### config.mk
export PLATFORM = sky130hd
export DESIGN_NAME = spi_slave_fsm
export DESIGN_NICKNAME = d
export VERILOG_FILES = /design/src/rtl/spi_slave_pkg.sv /design/src/rtl/spi_shiftreg.sv /design/src/rtl/spi_slave_fsm.sv
export SDC_FILE = /design/constraint.sdc
export NUM_CORES = 1
export LEC_CHECK = 0
export BUFFER_PORTS_ARGS = -buffer_cell sky130_fd_sc_hd__buf_2
export CAP_MARGIN = 20
export CORE_ASPECT_RATIO = 1.75
export CORE_UTILIZATION = 43
export DETAILED_ROUTE_END_ITERATION = 10
export PLACE_DENSITY = 0.74
export SYNTH_ARGS = -nofsm -noshare
export SYNTH_HDL_FRONTEND = slang
export SYNTH_SLANG_ARGS = --single-unit
### constraint.sdc
create_clock -name clk -period 1.5 [get_ports clk]
set_clock_uncertainty 0.15 [all_clocks]
set_input_delay 0.3 -clock clk [delete_from_list [all_inputs] [get_ports clk]]
set_output_delay 0.3 -clock clk [all_outputs]
set_load 0.02 [all_outputs]
### src/rtl/spi_slave_pkg.sv
// Shared types and defaults for the SPI slave protocol engine.
package spi_slave_pkg;

   localparam int DEF_ADDR_WIDTH = 7;
   localparam int DEF_DATA_WIDTH = 8;
   localparam logic RW_READ = 1'b1;

   typedef enum logic [3:0] {
      ST_IDLE       = 4'd0,
      ST_GET_ADDR   = 4'd1,
      ST_LATCH_ADDR = 4'd2,
      ST_READ_WAIT  = 4'd3,
      ST_READ_LOAD  = 4'd4,
      ST_READ_SHIFT = 4'd5,
      ST_GET_DATA   = 4'd6,
      ST_WRITE      = 4'd7,
      ST_DONE       = 4'd8
   } state_t;

   function automatic int max_int(input int a, input int b);
      return (a > b) ? a : b;
   endfunction

endpackage

### src/rtl/spi_shiftreg.sv
// Frame shift register: parallel load, serial-in at LSB, MSB-first serial-out register.
module spi_shiftreg #(
   parameter int WIDTH = 8
) (
   input  logic             i_clk,
   input  logic             i_reset,
   input  logic             i_load_en,
   input  logic [WIDTH-1:0] i_load_data,
   input  logic             i_shift_in_en,
   input  logic             i_shift_in_bit,
   input  logic             i_shift_out_en,
   output logic [WIDTH-1:0] o_data,
   output logic             o_serial_out
);

   logic [WIDTH-1:0] r_sr;
   logic             r_serial;

   // Shift/load register with the serial output bit held in its own flop
   always_ff @(posedge i_clk) begin
      if (i_reset) begin
         r_sr     <= {WIDTH{1'b0}};
         r_serial <= 1'b0;
      end else if (i_load_en) begin
         r_sr <= i_load_data;
      end else if (i_shift_in_en) begin
         r_sr <= {r_sr[WIDTH-2:0], i_shift_in_bit};
      end else if (i_shift_out_en) begin
         r_serial <= r_sr[WIDTH-1];
         r_sr     <= {r_sr[WIDTH-2:0], 1'b0};
      end else begin
         r_sr     <= r_sr;
         r_serial <= r_serial;
      end
   end

   assign o_data       = r_sr;
   assign o_serial_out = r_serial;

endmodule

### src/rtl/spi_slave_fsm.sv
// SPI slave protocol engine: address + R/W frame, then memory write or serial read-back.
// Optional aborted-frame detection on proto_err is enabled by SPI_SLAVE_PROTO_CHECK_EN.
module spi_slave_fsm
   import spi_slave_pkg::*;
#(
   parameter int ADDR_WIDTH = DEF_ADDR_WIDTH,
   parameter int DATA_WIDTH = DEF_DATA_WIDTH,
   parameter int CNT_WIDTH  = 4
) (
   input  logic                  clk,
   input  logic                  reset,
   input  logic                  cs_cond,
   input  logic                  mosi_cond,
   input  logic                  sclk_posedge,
   input  logic                  sclk_negedge,
   input  logic [DATA_WIDTH-1:0] mem_rdata,
   output logic [ADDR_WIDTH-1:0] mem_addr,
   output logic [DATA_WIDTH-1:0] mem_wdata,
   output logic                  mem_we,
   output logic                  miso,
   output logic                  miso_en,
   output logic                  proto_err
);

   localparam int SR_W = max_int(ADDR_WIDTH + 1, DATA_WIDTH);

   state_t                r_state;
   logic [CNT_WIDTH-1:0]  r_cnt;
   logic [ADDR_WIDTH-1:0] r_addr;
   logic [DATA_WIDTH-1:0] r_wdata;
   logic                  r_we;
   logic                  r_miso_en;

   logic                  w_abort;
   logic                  w_load_en;
   logic                  w_shift_in_en;
   logic                  w_shift_out_en;
   logic [SR_W-1:0]       w_load_data;
   logic [SR_W-1:0]       w_sr;
   logic                  w_miso;

   // A CS release outranks any edge pulse arriving in the same clock
   assign w_abort        = (r_state != ST_IDLE) && cs_cond;
   assign w_load_en      = !w_abort && (r_state == ST_READ_LOAD);
   assign w_shift_in_en  = !w_abort && sclk_posedge &&
                           ((r_state == ST_GET_ADDR) || (r_state == ST_GET_DATA));
   assign w_shift_out_en = !w_abort && sclk_negedge && (r_state == ST_READ_SHIFT);
   assign w_load_data    = SR_W'(mem_rdata) << (SR_W - DATA_WIDTH);

   spi_shiftreg #(.WIDTH(SR_W)) u_sr (
      .i_clk          (clk),
      .i_reset        (reset),
      .i_load_en      (w_load_en),
      .i_load_data    (w_load_data),
      .i_shift_in_en  (w_shift_in_en),
      .i_shift_in_bit (mosi_cond),
      .i_shift_out_en (w_shift_out_en),
      .o_data         (w_sr),
      .o_serial_out   (w_miso)
   );

`ifdef SPI_SLAVE_PROTO_CHECK_EN
   logic r_proto_err;
`endif

   // Protocol state machine with registered memory and MISO-enable outputs
   always_ff @(posedge clk) begin
      if (reset) begin
         r_state   <= ST_IDLE;
         r_cnt     <= {CNT_WIDTH{1'b0}};
         r_addr    <= {ADDR_WIDTH{1'b0}};
         r_wdata   <= {DATA_WIDTH{1'b0}};
         r_we      <= 1'b0;
         r_miso_en <= 1'b0;
`ifdef SPI_SLAVE_PROTO_CHECK_EN
         r_proto_err <= 1'b0;
`endif
      end else begin
         r_we <= 1'b0;
`ifdef SPI_SLAVE_PROTO_CHECK_EN
         r_proto_err <= 1'b0;
`endif
         if (w_abort) begin
            r_state   <= ST_IDLE;
            r_cnt     <= {CNT_WIDTH{1'b0}};
            r_miso_en <= 1'b0;
`ifdef SPI_SLAVE_PROTO_CHECK_EN
            r_proto_err <= (r_state != ST_DONE);
`endif
         end else begin
            case (r_state)
               ST_IDLE: begin
                  if (!cs_cond) begin
                     r_state <= ST_GET_ADDR;
                     r_cnt   <= {CNT_WIDTH{1'b0}};
                  end
               end
               ST_GET_ADDR: begin
                  if (sclk_posedge) begin
                     r_cnt <= r_cnt + CNT_WIDTH'(1);
                     if (r_cnt == CNT_WIDTH'(ADDR_WIDTH)) begin
                        r_state <= ST_LATCH_ADDR;
                     end
                  end
               end
               ST_LATCH_ADDR: begin
                  r_addr  <= w_sr[ADDR_WIDTH:1];
                  r_cnt   <= {CNT_WIDTH{1'b0}};
                  r_state <= (w_sr[0] == RW_READ) ? ST_READ_WAIT : ST_GET_DATA;
               end
               ST_READ_WAIT: begin
                  r_state <= ST_READ_LOAD;
               end
               ST_READ_LOAD: begin
                  r_miso_en <= 1'b1;
                  r_state   <= ST_READ_SHIFT;
               end
               ST_READ_SHIFT: begin
                  if (sclk_posedge) begin
                     r_cnt <= r_cnt + CNT_WIDTH'(1);
                     if (r_cnt == CNT_WIDTH'(DATA_WIDTH - 1)) begin
                        r_state   <= ST_DONE;
                        r_miso_en <= 1'b0;
                     end
                  end
               end
               ST_GET_DATA: begin
                  if (sclk_posedge) begin
                     r_cnt <= r_cnt + CNT_WIDTH'(1);
                     if (r_cnt == CNT_WIDTH'(DATA_WIDTH - 1)) begin
                        r_state <= ST_WRITE;
                     end
                  end
               end
               // Strobe is raised only once the WRITE cycle survives without a CS release
               ST_WRITE: begin
                  r_we    <= 1'b1;
                  r_wdata <= w_sr[DATA_WIDTH-1:0];
                  r_state <= ST_DONE;
               end
               ST_DONE: begin
                  r_state <= ST_DONE;
               end
               default: begin
                  r_state   <= ST_IDLE;
                  r_cnt     <= {CNT_WIDTH{1'b0}};
                  r_miso_en <= 1'b0;
               end
            endcase
         end
      end
   end

   assign mem_addr  = r_addr;
   assign mem_wdata = r_wdata;
   assign mem_we    = r_we;
   assign miso      = w_miso;
   assign miso_en   = r_miso_en;
`ifdef SPI_SLAVE_PROTO_CHECK_EN
   assign proto_err = r_proto_err;
`else
   assign proto_err = 1'b0;
`endif

endmodule

==> results of run 1 <==
-- routing by layer --
layer | GRT usage (%) | vias up | wire length [um]
met2 | 41.9 | 42 | 2710
met4 | 11.4 | 0 | 148
met5 | 0 | - | 0
met3 | 4.43 | 13 | 144
met1 | 21.6 | 792 | 1690
li1 | - | 781 | -
-- cell families (layout without fill, tap and decap cells) --
kind of cell / count (synthesis) / count (layout)
buf+inv: 16 / 81
mux: 25 / 25
simple gates: 59 / 59
other cells: 1 / 1
fa+ha+maj: 1 / 1
compound gates: 43 / 43
flops: 34 / 34
-- power by group through the flow --
stage / sequential [uW] / clock (uW) / combinational (uW)
4_1_cts: 930 / 671 / 205
2_1_floorplan: 948 / 0 / 112
3_3_place_gp: 955 / 0 / 181
6_report: 932 / 657 / 236
5_1_grt: 933 / 716 / 251
3_5_place_dp: 955 / 0 / 184
-- metrics by stage --
| step | power, uW | setup TNS [ns] | area (um2) | cells |
|---|---|---|---|---|
| global route | 1900 | -1.71 | 2480 | 292 |
| CTS | 1810 | -0.383 | 2330 | 290 |
| detailed placement | 1140 | -2.29 | 2100 | 278 |
| floorplan | 1060 | 0 | 1730 | 179 |
| global placement | 1140 | -1.77 | 2100 | 278 |
| finish | 1820 | -0.780 | 2480 | 292 |
-- placed cells by master, fill, tap and decap left out, types with 5 or more instances in the layout --
cell      instances
nand2_1           6
buf_6            11
a21oi_1          11
a211oi_2          7
clkbuf_8          6
buf_2            31
nor2_1           18
buf_4            29
mux2i_1          25
dfxtp_1          28
nand3_1           5
-- flip-flops by register name (all words and copies together), names as in the netlist --
register and flops:
u_sr.o_data 8, miso_en 1, r_cnt 4, r_state 4, u_sr.o_serial_out 1, mem_we 1, mem_wdata 8, mem_addr 7
-- cell type report --
cell class	instances	area [um2]	share of cell area, %
multi-input combinational	129	1130	45.6
sequential	34	696	28.0
timing repair buffer	71	497	20.0
clock buffer	6	82.6	3.33
tap	48	60.1	2.42
inverter	4	15.0	0.605
-- worst max-delay path by stage --
stage | start | endpoint | slack, ns | depth (start not counted)
after floorplan | r_state[0]$_SDFFE_PP0P_ | r_state[0]$_SDFFE_PP0P_ | 0.002 | 4
after global placement | r_state[0]$_SDFFE_PP0P_ | r_state[0]$_SDFFE_PP0P_ | -0.18 | 4
after detailed placement | r_state[0]$_SDFFE_PP0P_ | r_cnt[2]$_SDFFE_PP0P_ | -0.16 | 5
after CTS | r_state[2]$_SDFFE_PP0P_ | r_state[0]$_SDFFE_PP0P_ | -0.07 | 4
after global routing | r_state[2]$_SDFFE_PP0P_ | r_cnt[2]$_SDFFE_PP0P_ | -0.15 | 5
final | r_state[2]$_SDFFE_PP0P_ | r_cnt[2]$_SDFFE_PP0P_ | -0.12 | 5
-- worst min-delay path, delay by kind of cell --
| family | cells | cell delay [ns] |
|---|---|---|
| compound gates | 1 | 0.16 |
| mux | 1 | 0.07 |
| buf+inv | 1 | 0.08 |
-- timing repair --
action                     CTS  global route
gates resized for setup     26            25
setup endpoints to repair   24            24
buffers inserted             6             2
pin swaps                    9            10
hold buffers                 0             0
==> flow_summary.toml, run 1 <==
[run_status]
outcome = "finished, violations left"
violations = "design-rule violations, negative setup slack"

[floorplanning]
start_util_pct = 44.6
fp.dieArea_um2 = 4280
die_x_um = 49.9
ios = 33
fp-row-count = 30
die_h_um = 85.8
fp.coreArea_um2 = 3870

[global_route]
grt.total_usage_pct = 22.1
antenna_found_initial = 0
grt_pass1_vias = 1569
grt_pass1_wl_um = 7100
grt_max_degree = 25
grt.overflow.total = 0

[power_and_ir_drop]
p_seq_share_pct = 51.1
p_int_uw = 1380
switching_share_pct = 24.5
ir_drop_uv = 599
power.switching_uw = 447
combPwrFrac_pct = 12.9
power_per_cell_area_nw_per_um2 = 735
power_leakage_uw = 0.00118
clockPowerShare_pct = 36.0

[detailed_routing]
drt-initial-drc-count = 51
drtPass1Iterations = 7
ant_nets = 0
routed_wl_um = 4700
drc_errors = 1
wl_per_cell_um = 16.1
via_count = 1628
viasPerCell = 5.58

[setup_path]
endpoint_kind = "flip-flop"
cp.arrival_ns = 1.68
crit_type = "flip-flop to flip-flop"
path_cells = "buf_6 > o41ai_4 > nand2_4 > buf_6 > a31oi_4"
cp_num_buf_inv = 2
max_stage_delay_ns = 0.45
cp_common_cell = "buf_6"
critical_path_peak_fanout = 6
cp-start-kind = "flip-flop"
slowest_stage = "o41ai_4"
path_delay_family = "compound AO/OA/AOI/OAI gates"
r2r_cells = 5
crit_required_ns = 1.56
r2r-start = "r_state[2]$_SDFFE_PP0P_"
r2r_slack_ns = -0.12
r2r_end = "r_cnt[2]$_SDFFE_PP0P_"

[clock_tree]
htree_num_levels = 2
cts_tree = "yes"
clk_pin_slew_worst_paths_ns = 0.07
cts_made_buffers = 5
clk_path_buf_depth = 2
clock-sinks = 34
cts-root-buf = "clkbuf_8"
clk_latency_ns = 0.28

[timing]
rsz0062_at_grt = "yes"
hold_violations = 0
fin_crit_sh_pct = 108
fin_crit_ns = 1.62
fin_ws_ns = -0.121
clock.fmax_mhz = 617
finalMaxSlewViolations = 0
hold_ws_ns = 0.229
setup_violations = 10

[synth]
syn-cell-area_um2 = 1730
synthDistinctLibCells = 45
synthArstFlopShare_pct = 0
synth_fa_ha_area_share_pct = 0.725
synth_edf_count = 0
synth_top_family_by_area = "compound AO/OA/AOI/OAI gates"
synthFlopType = "dfxtp_1"
ys_top_cells_by_area = "dfxtp_1, mux2i_1, a21oi_1, nor2_1, a211oi_2"
syn_nets = 194
synthCells = 179
synthTopCellsByCount = "dfxtp_1, mux2i_1, nor2_1"
synth-xor-area-share_pct = 0
synth.top_cell.area_share_pct = 39.4
yosysSeqAreaShare_pct = 39.4
synth_most_common_cell = "dfxtp_1"
ys_warn_count = 0
synth-simple-area-share_pct = 19.1
ys_ff_latch = 34
synth.mux.area_fraction_pct = 14.5
synth_compound_area_share_pct = 20.4
synth_top_cell_by_area = "dfxtp_1"
syn_area_per_cell_um2 = 9.64

[placed_design]
dp_slack_ns = -0.162
gp_congestion = 0.850
hpwlAfterDp_um = 3240
port_buffers = 31

[min_path]
hp-start = "mem_rdata[3]"
min_path_type = "primary input to flip-flop"
whs_endpoint = "u_sr.o_data[3]$_SDFFE_PP0P_"
hold_path_depth = 3

[cells_and_area]
area_growth_pct = 43.9
nNetsFinal = 260
post-route-util_pct = 64.2
diodes = 0
drive_gt1_share_pct = 48.8
fill_cells = 308

[flow_run]
drv_cap = 0
Power figures use the tool's default switching activity.
==> run 2: changes to the inputs <==
Settings changed: RECOVER_POWER set to 50.
Clock period 1.5 ns to 1.49 ns, I/O delays scaled along.
==> run 2 against run 1 <==
  * The run ends with negative setup slack left
  * Setup slack got worse by 0.032 ns
  * Sequential share of layout area rose by 0.31 points
  * Die area did not move
  * Final cell count rose by 2.1%
  * Critical path depth did not move
  * Cell area fell by 1.8%
  * Global-route usage rose by 0.78 points
  * Maximum frequency fell by 1.3%
  * Non-clock buffer count rose by 5
  * Sequential power rose by 1%
  * Combinational power rose by 4%
  * Via count rose by 0.74%
==> flow_summary.toml, run 2 (synthesis results as in run 1) <==
[run_status]
outcome = "finished, violations left"
violations = "negative setup slack"

[setup_path]
critical_path_peak_fanout = 11
r2r-start = "r_state[1]$_SDFFE_PP0P_"
crit_type = "flip-flop to flip-flop"
r2r_cells = 5
crit_start = "r_state[1]$_SDFFE_PP0P_"
r2r_end = "r_cnt[2]$_SDFFE_PP0P_"
crit_required_ns = 1.56
r2r_slack_ns = -0.15
cp.arrival_ns = 1.71
endpoint_kind = "flip-flop"
crit_path_end = "r_cnt[2]$_SDFFE_PP0P_"
cp-start-kind = "flip-flop"

[placed_design]
dp.cells = 286
dp_slack_ns = -0.258
gp_congestion = 0.847
hpwlAfterDp_um = 3350
port_buffers = 31

[clock_tree]
clock-sinks = 34
cts_made_buffers = 5
cts-root-buf = "clkbuf_8"
clk_pin_slew_worst_paths_ns = 0.07
cts_tree = "yes"
clk_path_buf_depth = 2
htree_num_levels = 2
clk_latency_ns = 0.29

[power_and_ir_drop]
power_per_cell_area_nw_per_um2 = 750
total_power_uw = 1830
ir_drop_uv = 600
power_leakage_uw = 0.00114

[floorplanning]
ios = 33
start_util_pct = 44.6
fp.coreArea_um2 = 3870
die_x_um = 49.9
fp-row-count = 30
fp.dieArea_um2 = 4280
die_h_um = 85.8

[timing]
tns_ns = -1.51
fin_crit_ns = 1.64
clock.fmax_mhz = 609
hold_violations = 0
setup_violations = 17
rsz0062_at_grt = "yes"
finalMaxSlewViolations = 0
fin_crit_sh_pct = 110
fin_ws_ns = -0.152

[detailed_routing]
drtPass1Iterations = 4
via_count = 1640
viasPerCell = 5.50
ant_nets = 0
routed_wl_um = 4790
drc_errors = 0
wl_per_cell_um = 16.1
drt-initial-drc-count = 37

[global_route]
grt.overflow.total = 0
grt_max_degree = 25
grt_pass1_vias = 1619
antenna_found_initial = 0
grt.total_usage_pct = 22.8
grt_pass1_wl_um = 7330

[cells_and_area]
post-route-util_pct = 63.0
area_growth_pct = 41.3
fill_cells = 314
diodes = 0
drive_gt1_share_pct = 41.2
final_cell_mix = "buf_4, dfxtp_1, mux2i_1"
fin_cells = 298
final_common_cell = "buf_4"
nNetsFinal = 265

[flow_run]
drv_cap = 0

[min_path]
min_path_type = "primary input to flip-flop"
hold_path_depth = 3
## run 2: cell types whose count changed in the layout (fill, tap and decap cells not counted), sizes merged
cell | previous run | this run
buf | 71 | 66
clkbuf | 6 | 17
## run 2: repair_timing
| action | in CTS | in global routing |
|---|---|---|
| setup buffers | 5 | 0 |
| resized for setup | 19 | 11 |
| hold buffers | 0 | 0 |
| pin swaps | 6 | 9 |
| setup endpoints to repair | 33 | 27 |
## run 2: worst max-delay path, cell delays in order, from the launching register on
cell and delay [ns]:
dfxtp_2 0.39, buf_4 0.16, o41ai_4 0.40, nand2_4 0.18, buf_6 0.16, a31oi_1 0.12
## run 2: how the worst min path moves through the flow
stage                              startpoint                        endpoint
2_1_floorplan           r_cnt[3]$_SDFFE_PP0P_           r_cnt[3]$_SDFFE_PP0P_
3_3_place_gp   u_sr.o_serial_out$_SDFFE_PP0P_  u_sr.o_serial_out$_SDFFE_PP0P_
3_5_place_dp        mem_wdata[5]$_SDFFE_PP0P_       mem_wdata[5]$_SDFFE_PP0P_
4_1_cts                          mem_rdata[6]     u_sr.o_data[6]$_SDFFE_PP0P_
5_1_grt                          mem_rdata[6]     u_sr.o_data[6]$_SDFFE_PP0P_
6_report                         mem_rdata[6]     u_sr.o_data[6]$_SDFFE_PP0P_
## run 2: stage by stage
step | hold slack (ns) | instance area (um2)
after global routing | 0.221 | 2440
after global placement | 0.324 | 2190
final | 0.204 | 2440
after detailed placement | 0.335 | 2190
after floorplan | 0.312 | 1730
after CTS | 0.205 | 2390
## run 2: area by class of cell
type | instances | area, um2 | share of cell area, %
Tap cell | 48 | 60.1 | 2.46
Clock buffer | 7 | 76.3 | 3.13
Inverter | 4 | 15.0 | 0.616
Sequential cell | 34 | 691 | 28.3
Multi-Input combinational cell | 129 | 1070 | 44.1
Timing Repair Buffer | 76 | 520 | 21.4
## run 2: power breakdown
part | switching [uW] | total (uW) | leakage, uW | internal (uW)
sequential | 20.8 | 943 | 0.000278 | 922
clock | 318 | 640 | 0.0000383 | 322
combinational | 123 | 246 | 0.000825 | 123
total | 462 | 1830 | 0.00114 | 1370
## run 2: layer usage
| layer | global-route usage, % | vias up | routed length [um] |
|---|---|---|---|
| met3 | 4.08 | 14 | 150 |
| met4 | 14.0 | 0 | 148 |
| li1 | - | 786 | - |
| met1 | 22.1 | 791 | 1690 |
| met5 | 0 | - | 0 |
| met2 | 43.0 | 49 | 2800 |
